`src/rtl/resize_pkg.sv`:
```
// Shared definitions for the bicubic resize read-side controller.
//   FRAC_W : fractional bits of the U4.FRAC_W steps and coordinate accumulators
//   COEF_W : weight-index bits forwarded to the interpolator (MSBs of the fraction)
//   RD_LAT : rd_en -> line-buffer valid_o latency in cycles
//   CRD_W  : width of pixel/line coordinates
//   state_t: controller FSM states
//   tag_t  : per-pixel side information carried alongside the buffer read
package resize_pkg;

    localparam int unsigned FRAC_W = 16;
    localparam int unsigned COEF_W = 8;
    localparam int unsigned RD_LAT = 2;
    localparam int unsigned CRD_W  = 11;
    localparam int unsigned STEP_W = 4 + FRAC_W;
    localparam int unsigned ACC_W  = CRD_W + FRAC_W;

    // Encodings kept identical to the legacy localparam values.
    typedef enum logic [2:0] {
        ST_IDLE  = 3'd0,
        ST_ALIGN = 3'd1,
        ST_ADV   = 3'd2,
        ST_WAIT  = 3'd3,
        ST_ROW   = 3'd4,
        ST_FLUSH = 3'd5,
        ST_DONE  = 3'd6
    } state_t;

    typedef struct packed {
        logic              vld;
        logic              eol;
        logic              eof;
        logic [COEF_W-1:0] fx;
        logic [COEF_W-1:0] fy;
    } tag_t;

endpackage

```
`src/rtl/resize_axis_acc.sv`:
```
// One axis of the destination->source coordinate mapping.
// Accumulates a U4.FRAC_W step per advance; the integer part is clamped to
// 'lim' and the top COEF_W fractional bits are the weight index.
// Ports:
//   clk, reset : clock, synchronous active-high reset
//   clr        : zero the accumulator (has priority over adv)
//   adv        : add step
//   step       : U4.FRAC_W step
//   lim        : upper clamp for the integer coordinate
//   pos        : clamped integer source coordinate
//   frac       : truncated fractional weight index
module resize_axis_acc
    import resize_pkg::*;
(
    input  logic              clk,
    input  logic              reset,
    input  logic              clr,
    input  logic              adv,
    input  logic [STEP_W-1:0] step,
    input  logic [CRD_W-1:0]  lim,
    output logic [CRD_W-1:0]  pos,
    output logic [COEF_W-1:0] frac
);

    logic [ACC_W-1:0] acc;
    logic [CRD_W-1:0] ipart;

    always_ff @(posedge clk) begin
        if (reset || clr) begin
            acc <= '0;
        end else if (adv) begin
            acc <= acc + ACC_W'(step);
        end
    end

    always_comb begin
        ipart = acc[ACC_W-1:FRAC_W];
        pos   = (ipart > lim) ? lim : ipart;
        frac  = acc[FRAC_W-1 -: COEF_W];
    end

endmodule

```
`src/rtl/image_resize_rd_ctrl.sv`:
```
// Read-side controller of the bicubic resize line buffer. Walks the
// destination raster, maps each dst pixel to a source coordinate, drives the
// line-buffer read strobe/address and line release, and forwards the bicubic
// weight indices aligned with the buffer's window output.
// Build option: IMAGE_RESIZE_EDGE_CLAMP_EN -> rd_addr = clamp(sx-1, 0, src_width-4)
//   so the 4-tap window stays inside the line; otherwise rd_addr = sx.
// Ports:
//   clk, reset         : clock, synchronous active-high reset
//   start              : begin frame (accepted only when idle)
//   src_/dst_width/height : frame geometry
//   x_step, y_step     : U4.FRAC_W src/dst ratios, sampled on start
//   src_frame_done     : all source lines written to the buffer
//   rd_ready           : >=3 consecutive lines resident in the buffer
//   ds_ready           : interpolator can accept issues
//   rd_en, rd_addr     : read strobe and window-anchor column
//   rd_finish          : one-cycle release of the current source line
//   frac_x_o, frac_y_o, eol_o, eof_o : per-pixel tags aligned with valid_o
//   busy, frame_done   : frame in progress / end-of-flush pulse
module image_resize_rd_ctrl
    import resize_pkg::*;
(
    input  logic              clk,
    input  logic              reset,
    input  logic              start,
    input  logic [CRD_W-1:0]  src_width,
    input  logic [CRD_W-1:0]  src_height,
    input  logic [CRD_W-1:0]  dst_width,
    input  logic [CRD_W-1:0]  dst_height,
    input  logic [STEP_W-1:0] x_step,
    input  logic [STEP_W-1:0] y_step,
    input  logic              src_frame_done,
    input  logic              rd_ready,
    input  logic              ds_ready,
    output logic              rd_en,
    output logic [CRD_W-1:0]  rd_addr,
    output logic              rd_finish,
    output logic [COEF_W-1:0] frac_x_o,
    output logic [COEF_W-1:0] frac_y_o,
    output logic              eol_o,
    output logic              eof_o,
    output logic              busy,
    output logic              frame_done
);

    state_t            state;
    logic [STEP_W-1:0] x_step_q, y_step_q;
    logic [CRD_W-1:0]  dst_x, dst_y, rel_rows;
    logic [CRD_W-1:0]  sx, sy, addr;
    logic [COEF_W-1:0] frac_x, frac_y;
    logic              accept, issue, last_x, last_y, bottom;
    tag_t              tag_pipe [RD_LAT];

    always_comb begin
        accept = (state == ST_IDLE) && start;
        issue  = (state == ST_ROW) && ds_ready;
        last_x = (dst_x == dst_width - CRD_W'(1));
        last_y = (dst_y == dst_height - CRD_W'(1));
        // Bottom rows never get 3 resident lines; proceed once the source is complete.
        bottom = (sy >= src_height - CRD_W'(2)) && src_frame_done;
    end

`ifdef IMAGE_RESIZE_EDGE_CLAMP_EN
    always_comb begin
        if (sx == '0) begin
            addr = '0;
        end else if (sx - CRD_W'(1) > src_width - CRD_W'(4)) begin
            addr = src_width - CRD_W'(4);
        end else begin
            addr = sx - CRD_W'(1);
        end
    end
`else
    always_comb begin
        addr = sx;
    end
`endif

    resize_axis_acc u_acc_x (
        .clk   (clk),
        .reset (reset),
        .clr   (accept || (issue && last_x)),
        .adv   (issue),
        .step  (x_step_q),
        .lim   (src_width - CRD_W'(1)),
        .pos   (sx),
        .frac  (frac_x)
    );

    resize_axis_acc u_acc_y (
        .clk   (clk),
        .reset (reset),
        .clr   (accept),
        .adv   (issue && last_x),
        .step  (y_step_q),
        .lim   (src_height - CRD_W'(1)),
        .pos   (sy),
        .frac  (frac_y)
    );

    always_ff @(posedge clk) begin
        if (reset) begin
            state      <= ST_IDLE;
            x_step_q   <= '0;
            y_step_q   <= '0;
            dst_x      <= '0;
            dst_y      <= '0;
            rel_rows   <= '0;
            rd_en      <= 1'b0;
            rd_addr    <= '0;
            rd_finish  <= 1'b0;
            busy       <= 1'b0;
            frame_done <= 1'b0;
        end else begin
            rd_en      <= 1'b0;
            rd_finish  <= 1'b0;
            frame_done <= 1'b0;
            unique case (state)
                ST_IDLE: begin
                    if (start) begin
                        busy     <= 1'b1;
                        x_step_q <= x_step;
                        y_step_q <= y_step;
                        dst_x    <= '0;
                        dst_y    <= '0;
                        rel_rows <= '0;
                        state    <= ST_ALIGN;
                    end
                end
                ST_ALIGN: begin
                    if (rel_rows < sy) begin
                        rd_finish <= 1'b1;
                        rel_rows  <= rel_rows + CRD_W'(1);
                        state     <= ST_ADV;
                    end else begin
                        state <= ST_WAIT;
                    end
                end
                // Pulse is visible during ADV; returning through ALIGN spaces pulses by 2.
                ST_ADV: state <= ST_ALIGN;
                ST_WAIT: begin
                    if (rd_ready || bottom) begin
                        state <= ST_ROW;
                    end
                end
                ST_ROW: begin
                    if (issue) begin
                        rd_en   <= 1'b1;
                        rd_addr <= addr;
                        if (last_x) begin
                            dst_x <= '0;
                            dst_y <= dst_y + CRD_W'(1);
                            state <= last_y ? ST_FLUSH : ST_ALIGN;
                        end else begin
                            dst_x <= dst_x + CRD_W'(1);
                        end
                    end
                end
                ST_FLUSH: begin
                    // Skip a cycle after each pulse so releases stay 2 cycles apart.
                    if (!rd_finish) begin
                        if (rel_rows < src_height) begin
                            rd_finish <= 1'b1;
                            rel_rows  <= rel_rows + CRD_W'(1);
                        end else begin
                            frame_done <= 1'b1;
                            state      <= ST_DONE;
                        end
                    end
                end
                ST_DONE: begin
                    busy  <= 1'b0;
                    state <= ST_IDLE;
                end
                default: state <= ST_IDLE;
            endcase
        end
    end

    // Tags follow the read through the buffer latency; idle slots read as zero.
    always_ff @(posedge clk) begin
        if (reset) begin
            for (int unsigned i = 0; i < RD_LAT; i++) begin
                tag_pipe[i] <= '0;
            end
            frac_x_o <= '0;
            frac_y_o <= '0;
            eol_o    <= 1'b0;
            eof_o    <= 1'b0;
        end else begin
            tag_pipe[0] <= issue ? tag_t'{vld: 1'b1, eol: last_x, eof: last_x && last_y,
                                          fx: frac_x, fy: frac_y} : '0;
            for (int unsigned i = 1; i < RD_LAT; i++) begin
                tag_pipe[i] <= tag_pipe[i-1];
            end
            if (tag_pipe[RD_LAT-1].vld) begin
                frac_x_o <= tag_pipe[RD_LAT-1].fx;
                frac_y_o <= tag_pipe[RD_LAT-1].fy;
                eol_o    <= tag_pipe[RD_LAT-1].eol;
                eof_o    <= tag_pipe[RD_LAT-1].eof;
            end else begin
                frac_x_o <= '0;
                frac_y_o <= '0;
                eol_o    <= 1'b0;
                eof_o    <= 1'b0;
            end
        end
    end

endmodule

```
`config.mk`:
```
export PLATFORM = sky130hd
export DESIGN_NAME = image_resize_rd_ctrl
export DESIGN_NICKNAME = d
export VERILOG_FILES = /design/src/rtl/resize_pkg.sv /design/src/rtl/resize_axis_acc.sv /design/src/rtl/image_resize_rd_ctrl.sv
export SDC_FILE = /design/constraint.sdc
export NUM_CORES = 1
export LEC_CHECK = 0
export ABC_CLOCK_PERIOD_IN_PS = 9200
export BUFFER_PORTS_ARGS = -buffer_cell sky130_fd_sc_hd__buf_2
export CAP_MARGIN = 20
export CORE_MARGIN = 5
export CORE_UTILIZATION = 40
export CTS_CLUSTER_DIAMETER = 100
export DETAILED_ROUTE_END_ITERATION = 8
export MAX_ROUTING_LAYER = met4
export PLACE_DENSITY = 0.69
export SLEW_MARGIN = 25
export SYNTH_ARGS = -nofsm -noshare
export SYNTH_HDL_FRONTEND = slang
export SYNTH_SLANG_ARGS = --single-unit
```
`constraint.sdc`:
```
create_clock -name clk -period 9.2 [get_ports clk]
set_clock_uncertainty 0.15 [all_clocks]
set_input_delay 2.3 -clock clk [delete_from_list [all_inputs] [get_ports clk]]
set_output_delay 2.3 -clock clk [all_outputs]
set_load 0.1 [all_outputs]
```
[After elaboration in Yosys (flattened, before gate mapping)]
Memories as Yosys holds them, arrays and structs flattened.
Cells that the tools add are included.
Word-level totals
  bits in registers: 163
  memory bits (writable): 38
  input port bits: 90
  output and inout port bits: 33
  memories kept: 1
Memory list
  tag_pipe: depth 2, bits a word 19, read ports 2, clocked after Yosys merged registers in 0, write ports 2, line image_resize_rd_ctrl.sv:51  | tag_t tag_pipe [RD_LAT];
Operators by class
  add/sub/neg operators: 10
  $lt $le $gt $ge: 5
  equal/unequal tests: 16
  multiplexer cells: 36
  bitwise logic cells: 5
  reductions and logical operators: 23
Operator list (number)
  2-to-1 mux 11 bit: 10
  2-to-1 mux 19 bit: 3
  adder 27 x 20 -> 27 bit: 2
  case mux 11 bit (2 select lines): 2
  subtractor 11 x 1 -> 11 bit, second input constant: 4
  adder 11 x 1 -> 11 bit, second input constant: 3
  case mux 11 bit (3 select lines): 1
  equality test 11 bit: 2
  greater-than comparator 11 bit: 2
  < comparator 11 bit: 2
  2-to-1 mux 3 bit: 7
  case mux 3 bit (6 select lines): 1
  != test 2 bit, second input constant: 8
  >= comparator 11 bit: 1
  subtractor 11 x 2 -> 11 bit, second input constant: 1
  2-to-1 mux 1 bit: 10
  equality test 3 bit, second input constant: 3
  equality test 3 x 2 -> 1 bit, second input constant: 2
  AND reduction 2 bit: 3
  AND reduction 6 bit: 1
  logical AND 1 bit: 5
  AND reduction 5 bit: 1
  logical OR 1 bit: 4
  case mux 1 bit (2 select lines): 2
  10 further kinds: 15

[Depth between registers and ports, before layout]
Gate-level depths: netlist of the first run.
  depth in word-level cells: 8
  depth in mapped cells: 27

[By module]
Synthesis of the first run repeated with hierarchy kept, for this count alone.
Unflattened totals
  cells, all modules: 1471
  area, all modules: 12171.7 um^2
Modules (own cells, without submodules)
  image_resize_rd_ctrl: instances 1, cells each 850, area an instance 7153.1 um^2, sequential area each 2942.8 um^2
  resize_axis_acc (u_acc_x): instances 1, cells each 314, area an instance 2583.7 um^2, sequential area each 540.5 um^2
  resize_axis_acc (u_acc_y): instances 1, cells each 307, area an instance 2434.8 um^2, sequential area each 540.5 um^2

[Worst setup path after synthesis of the first run]
No wires, ideal clock.
  path type: input to register
  start: input src_height[3]
  end: register rel_rows[6]
  setup time: 0.117 ns
  arrival time: 7.380 ns
  required time: 8.933 ns
  setup slack: 1.553 ns
  cell stages on the path: 27
  cell sequence: clkbuf_1 -> nor2_1 -> nand3_1 -> or3_1 -> or2_2 -> nor3_1 -> xnor2_1 -> inv_1 -> ha_1 -> nand4_1 -> a211oi_1 -> a211oi_1 -> nor2_1 -> clkbuf_1 -> nand2_1 -> o21a_1 -> inv_1 -> ha_1 -> a21oi_1 -> o21ai_0 -> a221oi_1 -> nor4bb_1 -> a211oi_1 -> o311ai_0 -> buf_2 -> a21oi_1 -> a22o_1
Between the ends
  word-level cells in the longest chain between the ends: 6
  elaborated cells on any way between the ends: 8
  those cells by class: add/sub (1); order compare (3); eq/ne (2); mux (1); reduce/logical (1)
RTL lines
  from (decl): line image_resize_rd_ctrl.sv:26  | input logic [CRD_W-1:0] src_height,
  subtractor 11 x 1 -> 11 bit: line image_resize_rd_ctrl.sv:95  | .lim (src_height - CRD_W'(1)),
  greater-than comparator 11 bit: line resize_axis_acc.sv:38  | pos = (ipart > lim) ? lim : ipart;
  2-to-1 mux 11 bit: line resize_axis_acc.sv:38
  < comparator 11 bit: line image_resize_rd_ctrl.sv:130  | if (rel_rows < sy) begin
  != test 2 bit (no line)
  AND reduction 5 bit (no line) (*)
  to (signal assigned): line image_resize_rd_ctrl.sv:132  | rel_rows <= rel_rows + CRD_W'(1);
  to (signal assigned): line image_resize_rd_ctrl.sv:163  | rel_rows <= rel_rows + CRD_W'(1);
  to (decl): line image_resize_rd_ctrl.sv:47  | logic [CRD_W-1:0] dst_x, dst_y, rel_rows;
Every way passes the cells marked *; elsewhere a longest branch is shown, timed or not.
A chain may end at the register's enable or synchronous reset.

[Final worst setup path of the first run]
  start: input src_height[3]
  end: register rel_rows[9]
The elaborated chain is that of the path after synthesis.

==> results of run 1 <==
==> how the worst max path moves through the flow <==
stage,cells after the start,slack [ns],end,start
6_report,26,1.43,rel_rows[9],src_height[3]
4_1_cts,26,1.42,rel_rows[9],src_height[3]
5_1_grt,26,0.87,rel_rows[9],src_height[3]
3_3_place_gp,26,1.11,rel_rows[9],src_height[3]
2_1_floorplan,27,1.55,rel_rows[6],src_height[3]
3_5_place_dp,26,0.92,rel_rows[9],src_height[3]
==> logic make-up after synthesis <==
family / after synthesis / share of synthesized area [%]
xor gates and xnor gates: 108 / 8.10
adders and majority gates: 104 / 11.3
buffers and inverters: 116 / 3.82
muxes: 24 / 2.07
AOI/OAI and AO/OA: 312 / 17.1
and+or+nand+nor: 547 / 23.2
DFF: 201 / 34.4
==> final cells by class <==
class / instances / area, um^2
clock buffers: 34 / 687
clock inverters: 7 / 75.1
fillers: 2854 / 15400
inverters: 58 / 218
multi-input cells: 1095 / 7230
flip-flops and latches: 201 / 4020
well taps: 384 / 480
repair buffers: 133 / 693
==> cells in the final DEF, fill, tap and decap left out, drive strengths merged, types with 17 or more instances in the layout <==
cell	n
a211oi	24
a21o	17
a21oi	130
and2	29
and3	26
buf	133
clkbuf	34
dfxtp	201
ha	102
inv	60
mux2i	23
nand2	171
nand2b	18
nand3	45
nand4	30
nor2	117
nor2b	28
nor3	28
o21a	24
o21ai	48
xnor2	67
xor2	41
==> flip-flops by register name, summed over array words and instances, names as in the netlist, 3 cells and up <==
signal	cells
dst_x	11
rd_addr	11
frac_y_o	8
state	3
u_acc_x.acc	27
y_step_q	20
dst_y	11
u_acc_y.acc	27
x_step_q	20
tag_pipe	38
frac_x_o	8
rel_rows	11
==> cell usage after synthesis, drive strengths merged, types with 24 or more instances <==
library cell and instances:
dfxtp 201, nand2 171, a21oi 130, nor2 117, ha 102, xnor2 67, inv 58, clkbuf 48
o21ai 48, nand3 45, xor2 41, nand4 30, and2 29, nor2b 28, nor3 28, and3 26
a211oi 24, o21a 24
==> metrics by stage <==
step	instance area (um^2)	worst slack [ns]	util [%]	hold slack [ns]
after floorplan	11700	1.55	-	0.256
after global placement	12600	1.11	43.9	0.261
after detailed placement	12600	0.924	43.9	0.261
after CTS	13400	1.42	46.6	0.272
after global routing	13400	0.872	46.6	0.284
final	13400	1.43	46.6	0.273
==> per-layer routing <==
metal,part of all wire [%],up-vias,global-route usage [%]
met1,50,4696,24.9
met4,2.4,0,4.72
met5,0,-,-
met2,44,216,27.4
li1,-,5192,-
met3,3.8,42,2.19
==> worst max-delay path, delay by kind of cell <==
kind / cells / cell delay, ns
xor+xnor: 1 / 0.19
simple gates: 8 / 2.15
compound gates: 10 / 1.95
buf+inv: 5 / 0.82
fa+ha+maj: 2 / 0.57
==> power groups by stage <==
stage	logic, W	clock network (W)	registers [W]
finish	0.000292	0.000910	0.000922
global route	0.000328	0.000964	0.000925
CTS	0.000293	0.000934	0.000922
detailed placement	0.000291	0	0.000941
global placement	0.000285	0	0.000940
floorplan	0.000202	0	0.000936
==> flow_summary_export.csv, run 1 <==
group,metric,value,unit
grt,grt_usage,17.8,%
worst_setup_path,required,9.44,ns
final_layout,drive_gt1_share,12.5,%
synth,syn_nets,1606,
floorplan,fp.dieW,181,um
worst_setup_path,setup.worst_path.start_class,"input port",
place,gp_congestion,0.929,
synth,yosysWarnings,0,
synth,ys_types,73,
sta,setup_violations,0,
clock_tree,cts_tree,"done",
floorplan,die_h,181,um
power,p_total,0.00212,W
clock_tree,cts_setup_buffers,0,
power,power_frac_comb,13.7,%
worst_hold_path,whs_path_depth,1,
clock_tree,cts_buffer_depth,3,
sta,fmax,129,MHz
clock_tree,hold_buffers,0,
drt,drt-initial-drc-count,518,
clock_tree,clock_sink_count,201,
worst_hold_path,min_to,"frac_y_o[5]",
power,sequentialPowerShare,43.4,%
drt,drt-total-wl,29.5,mm
power,p_sw,0.000580,W
sta,rsz0062_at_grt,"no",
worst_setup_path,ff2ff_setup_slack,4.32,ns
synth,synth_top_area_share,34.4,%
synth,yosys.area.top_type,"dfxtp_1",
clock_tree,clk_pin_slew,0.06,ns
worst_setup_path,r2r-end,"rel_rows[9]",
floorplan,initial_core_util,40.6,%
worst_setup_path,path_class,"input port to flip-flop",
synth,synth_ff_type,"dfxtp_1",
worst_setup_path,crit_top_cell,"a211oi_1",
power,peakVddDrop,0.0990,mV
drt,firstDrtPassIters,5,
sta,maxSlewViolCount,0,
synth,synth_cells,1412,
synth,ys_seq_elements,201,
floorplan,rows,62,
worst_hold_path,min_from,"tag_pipe[0][24]",
worst_setup_path,max_stage_delay,0.45,ns
worst_setup_path,reg2regPathDepth,19,
worst_setup_path,r2r-start,"u_acc_y.acc[20]",
clock_tree,clkLatencyLatePin,0.51,ns
synth,syn_avg_cell_area,8.27,um^2
worst_hold_path,min_path_type,"flip-flop to flip-flop",
power,intPower,0.00154,W
power,power_density,158,nW/um^2
drt,drtAntennaViolNets,0,
clock_tree,htreeDepth,1,
synth,synth_area_leaders,"dfxtp_1, ha_1, a21oi_1",
final_layout,final_nets,1706,
drt,wire_per_inst,15.4,um
grt,grt_pass1_vias,9630,
job,drv_cap,0,
power,p_clk_share,42.8,%
sta,post-route-min-period,7.77,ns
place,dpl.hpwl,21.7,mm
grt,grt_max_degree,56,
grt,antenna_found_initial,0,
synth,netlist_area,11700,um^2
final_layout,n_antenna_cell,0,
power,swShare,27.3,%
clock_tree,ctsResizeCount,0,
sta,maxSlewHeadroom,45.1,%
floorplan,ios,123,
place,io_buffers,122,
place,dp_cells,1871,
outcome,status,"finished clean",
synth,synth_edf_count,0,
sta,tightestPinTransition,0.822,ns
sta,setup_tns,0,ns
worst_setup_path,worstPathMaxFanout,12,
sta,min_period_over_period,84.5,%
final_layout,areaGrowthSynthToFinish,14.8,%
sta,hold_violations,0,
grt,grt_overflow,0,
worst_setup_path,cp_slowest_cell,"nor2_1",
grt,grt_pass1_wl,48.2,mm
floorplan,dieArea,32700,um^2
drt,drc,0,
final_layout,layout.cells.non_filler,1912,
clock_tree,cts_made_buffers,23,
synth,synthArstFlopShare,0,%
synth,yosysSeqAreaShare,34.4,%
floorplan,core,28800,um^2
clock_tree,cts-root-buf,"clkbuf_16",
drt,vias_per_cell,5.31,
drt,num_vias,10146,
worst_setup_path,crit_arrival,8.01,ns
power,leakage,5.59,nW
worst_setup_path,critPathCaptureType,"flip-flop",
Note: power is estimated with default switching activity, not from simulation.
==> run 2, diff against run 1 <==
--- a/config.mk
+++ b/config.mk
@@ -5,7 +5,7 @@
 export SDC_FILE = /design/constraint.sdc
 export NUM_CORES = 1
 export LEC_CHECK = 0
-export ABC_CLOCK_PERIOD_IN_PS = 9200
+export ABC_CLOCK_PERIOD_IN_PS = 6840
 export BUFFER_PORTS_ARGS = -buffer_cell sky130_fd_sc_hd__buf_2
 export CAP_MARGIN = 20
 export CORE_MARGIN = 5
@@ -13,7 +13,7 @@
 export CTS_CLUSTER_DIAMETER = 100
 export DETAILED_ROUTE_END_ITERATION = 8
 export MAX_ROUTING_LAYER = met4
-export PLACE_DENSITY = 0.69
+export PLACE_DENSITY = 0.71
 export SLEW_MARGIN = 25
 export SYNTH_ARGS = -nofsm -noshare
 export SYNTH_HDL_FRONTEND = slang
==> constraint.sdc (replaced) <==
create_clock -name clk -period 6.84 [get_ports clk]
set_clock_uncertainty 0.15 [all_clocks]
set_input_delay 1.71 -clock clk [delete_from_list [all_inputs] [get_ports clk]]
set_output_delay 1.71 -clock clk [all_outputs]
set_load 0.1 [all_outputs]
==> run 2 against run 1 <==
  * Design area rose by 2.1%
  * Worst hold slack got worse by 0.00097 ns
  * Register-to-register slack worse by 1.9 ns
  * Clock-buffer cell count decreased by 2
  * Flip-flop and latch count unchanged
  * Largest power group is now the clock network
  * Power increased by 39%
  * Routed wire length down 0.37%
  * Via count rose by 1.7%
==> flow_summary_export.csv, run 2 (synthesis results as in run 1) <==
group,metric,value,unit
grt,grt_pass1_wl,48.4,mm
place,dpl.hpwl,21.7,mm
final_layout,drive_gt1_share,14.4,%
worst_setup_path,critPathCaptureType,"flip-flop",
worst_setup_path,worstPathMaxFanout,7,
floorplan,dieArea,32700,um^2
final_layout,top_regs,"tag_pipe (38), u_acc_x.acc (27), u_acc_y.acc (27)",
sta,fmax,154,MHz
floorplan,fp.dieW,181,um
clock_tree,hold_buffers,0,
drt,num_vias,10314,
worst_hold_path,min_to,"frac_y_o[3]",
sta,setup_violations,0,
place,gp_congestion,0.878,
power,p_clk_share,44.4,%
power,p_total,0.00294,W
worst_hold_path,min_path_type,"flip-flop to flip-flop",
power,peakVddDrop,0.158,mV
drt,wire_per_inst,15.2,um
floorplan,core,28800,um^2
power,sequentialPowerShare,42.1,%
sta,setup_slack,0.354,ns
worst_setup_path,required,7.14,ns
power,power_density,215,nW/um^2
worst_hold_path,whs_path_depth,1,
grt,grt_pass1_vias,9841,
worst_setup_path,crit_arrival,6.79,ns
final_layout,regMostFlops,"tag_pipe",
place,io_buffers,122,
drt,drtAntennaViolNets,0,
grt,grtUsageMet1,24.0,%
final_layout,largest_reg_flops,38,
final_layout,final_cell_mix,"dfxtp_1, nand2_1, a21oi_1",
grt,grt_use_met2,28.4,%
final_layout,areaGrowthSynthToFinish,17.2,%
floorplan,rows,62,
grt,antenna_found_initial,2,
floorplan,initial_core_util,40.6,%
sta,post-route-min-period,6.49,ns
sta,maxSlewHeadroom,44.6,%
grt,grtUsageMet3,2.33,%
floorplan,die_h,181,um
worst_setup_path,ff2ff_setup_slack,2.46,ns
final_layout,final_common_cell,"dfxtp_1",
clock_tree,cts_tree,"done",
place,dp_cells,1896,
sta,maxSlewViolCount,0,
outcome,status,"finished clean",
grt,grt_overflow,0,
job,drv_cap,0,
worst_setup_path,r2r-start,"u_acc_y.acc[20]",
worst_setup_path,reg2regPathDepth,20,
clock_tree,cts_buffer_depth,3,
clock_tree,ctsResizeCount,0,
worst_setup_path,setup.worst_path.start_class,"input port",
clock_tree,htreeDepth,1,
worst_hold_path,min_from,"tag_pipe[0][22]",
power,p_sw,0.000788,W
worst_setup_path,path_class,"input port to flip-flop",
worst_setup_path,r2r-end,"rel_rows[10]",
clock_tree,cts_made_buffers,23,
clock_tree,clk_pin_slew,0.06,ns
sta,tightestPinTransition,0.829,ns
final_layout,final_nets,1731,
floorplan,ios,123,
drt,drt-initial-drc-count,573,
clock_tree,clkLatencyLatePin,0.51,ns
clock_tree,cts-root-buf,"clkbuf_16",
power,intPower,0.00215,W
drt,drt-total-wl,29.4,mm
grt,grt_busiest_layer,"met2",
grt,grt_usage,17.8,%
drt,firstDrtPassIters,5,
power,power_frac_comb,13.5,%
place,pre_cts_ws,-0.148,ns
clock_tree,clock_sink_count,201,
grt,grt_max_degree,51,
power,swShare,26.8,%
drt,vias_per_cell,5.32,
final_layout,layout.cells.non_filler,1939,
drt,drc,0,
sta,finalHoldWorstSlack,0.272,ns
clock_tree,cts_setup_buffers,0,
final_layout,final_cell_area,13700,um^2
sta,hold_violations,0,
sta,min_period_over_period,94.8,%
power,leakage,5.74,nW
place,dpl_cell_area,12800,um^2
-- run 2: cell types whose count changed in the layout (fill, tap and decap cells not counted), moves of 2 or more --
cell / delta
buf_4: +24
a211oi_1: -2
a211oi_2: +2
bufinv_16: +2
clkbuf_1: -2
diode_2: +2
nor4_1: -2
nor4_2: +2
-- run 2: critical path, cell delays in order --
cell and delay, ns:
buf_2 0.11, nor2_1 0.15, nand3_1 0.11, or3_1 0.33, or2_2 0.30, nor3_1 0.18, xnor2_1 0.18, inv_1 0.07
ha_1 0.29, nand4_1 0.15, a211oi_2 0.25, a211oi_2 0.07, nor2_1 0.15, buf_4 0.18, buf_12 0.11, o21a_1 0.13
inv_1 0.05, ha_1 0.28, and4_1 0.22, a221oi_2 0.32, nor4bb_1 0.33, a211oi_1 0.10, buf_4 0.16, o21ai_0 0.26
a21oi_2 0.17, nor4_1 0.29, a21o_1 0.12
-- run 2: power groups by stage --
stage                     sequential (W)  combinational (W)  clock, W
final                            0.00124           0.000398   0.00131
after floorplan                  0.00126           0.000272         0
after global placement           0.00126           0.000386         0
after detailed placement         0.00126           0.000396         0
after global routing             0.00124           0.000446   0.00139
after CTS                        0.00124           0.000397   0.00134
-- run 2: worst max-delay path by stage --
stage                  startpoint            to  cells past startpoint
floorplan           src_height[3]   rel_rows[6]                     27
finish              src_height[4]  rel_rows[10]                     27
global placement    src_height[4]   rel_rows[5]                     27
global route        src_height[4]  rel_rows[10]                     27
detailed placement  src_height[4]   rel_rows[2]                     26
CTS                 src_height[4]   rel_rows[2]                     26
-- run 2: layout make-up --
type	instances	area (um^2)
diodes	2	5.00
clock buffers	32	679
clock inverters	9	134
fillers	2777	15100
inverters	58	218
multi-input cells	1095	7260
flip-flops and latches	201	4020
well taps	384	480
repair buffers	158	893
-- run 2: metrics by stage --
stage | TNS (ns) | util [%]
5_1_grt | -0.653 | 47.6
2_1_floorplan | 0 | -
6_report | 0 | 47.6
3_3_place_gp | 0 | 44.6
3_5_place_dp | -1.07 | 44.6
4_1_cts | 0 | 47.5
-- run 2: layer usage --
metal  vias up  wire (um)
met5         -          0
met4         0        595
met3        42       1570
met2       244      13200
met1      4793      14100
li1       5235          -
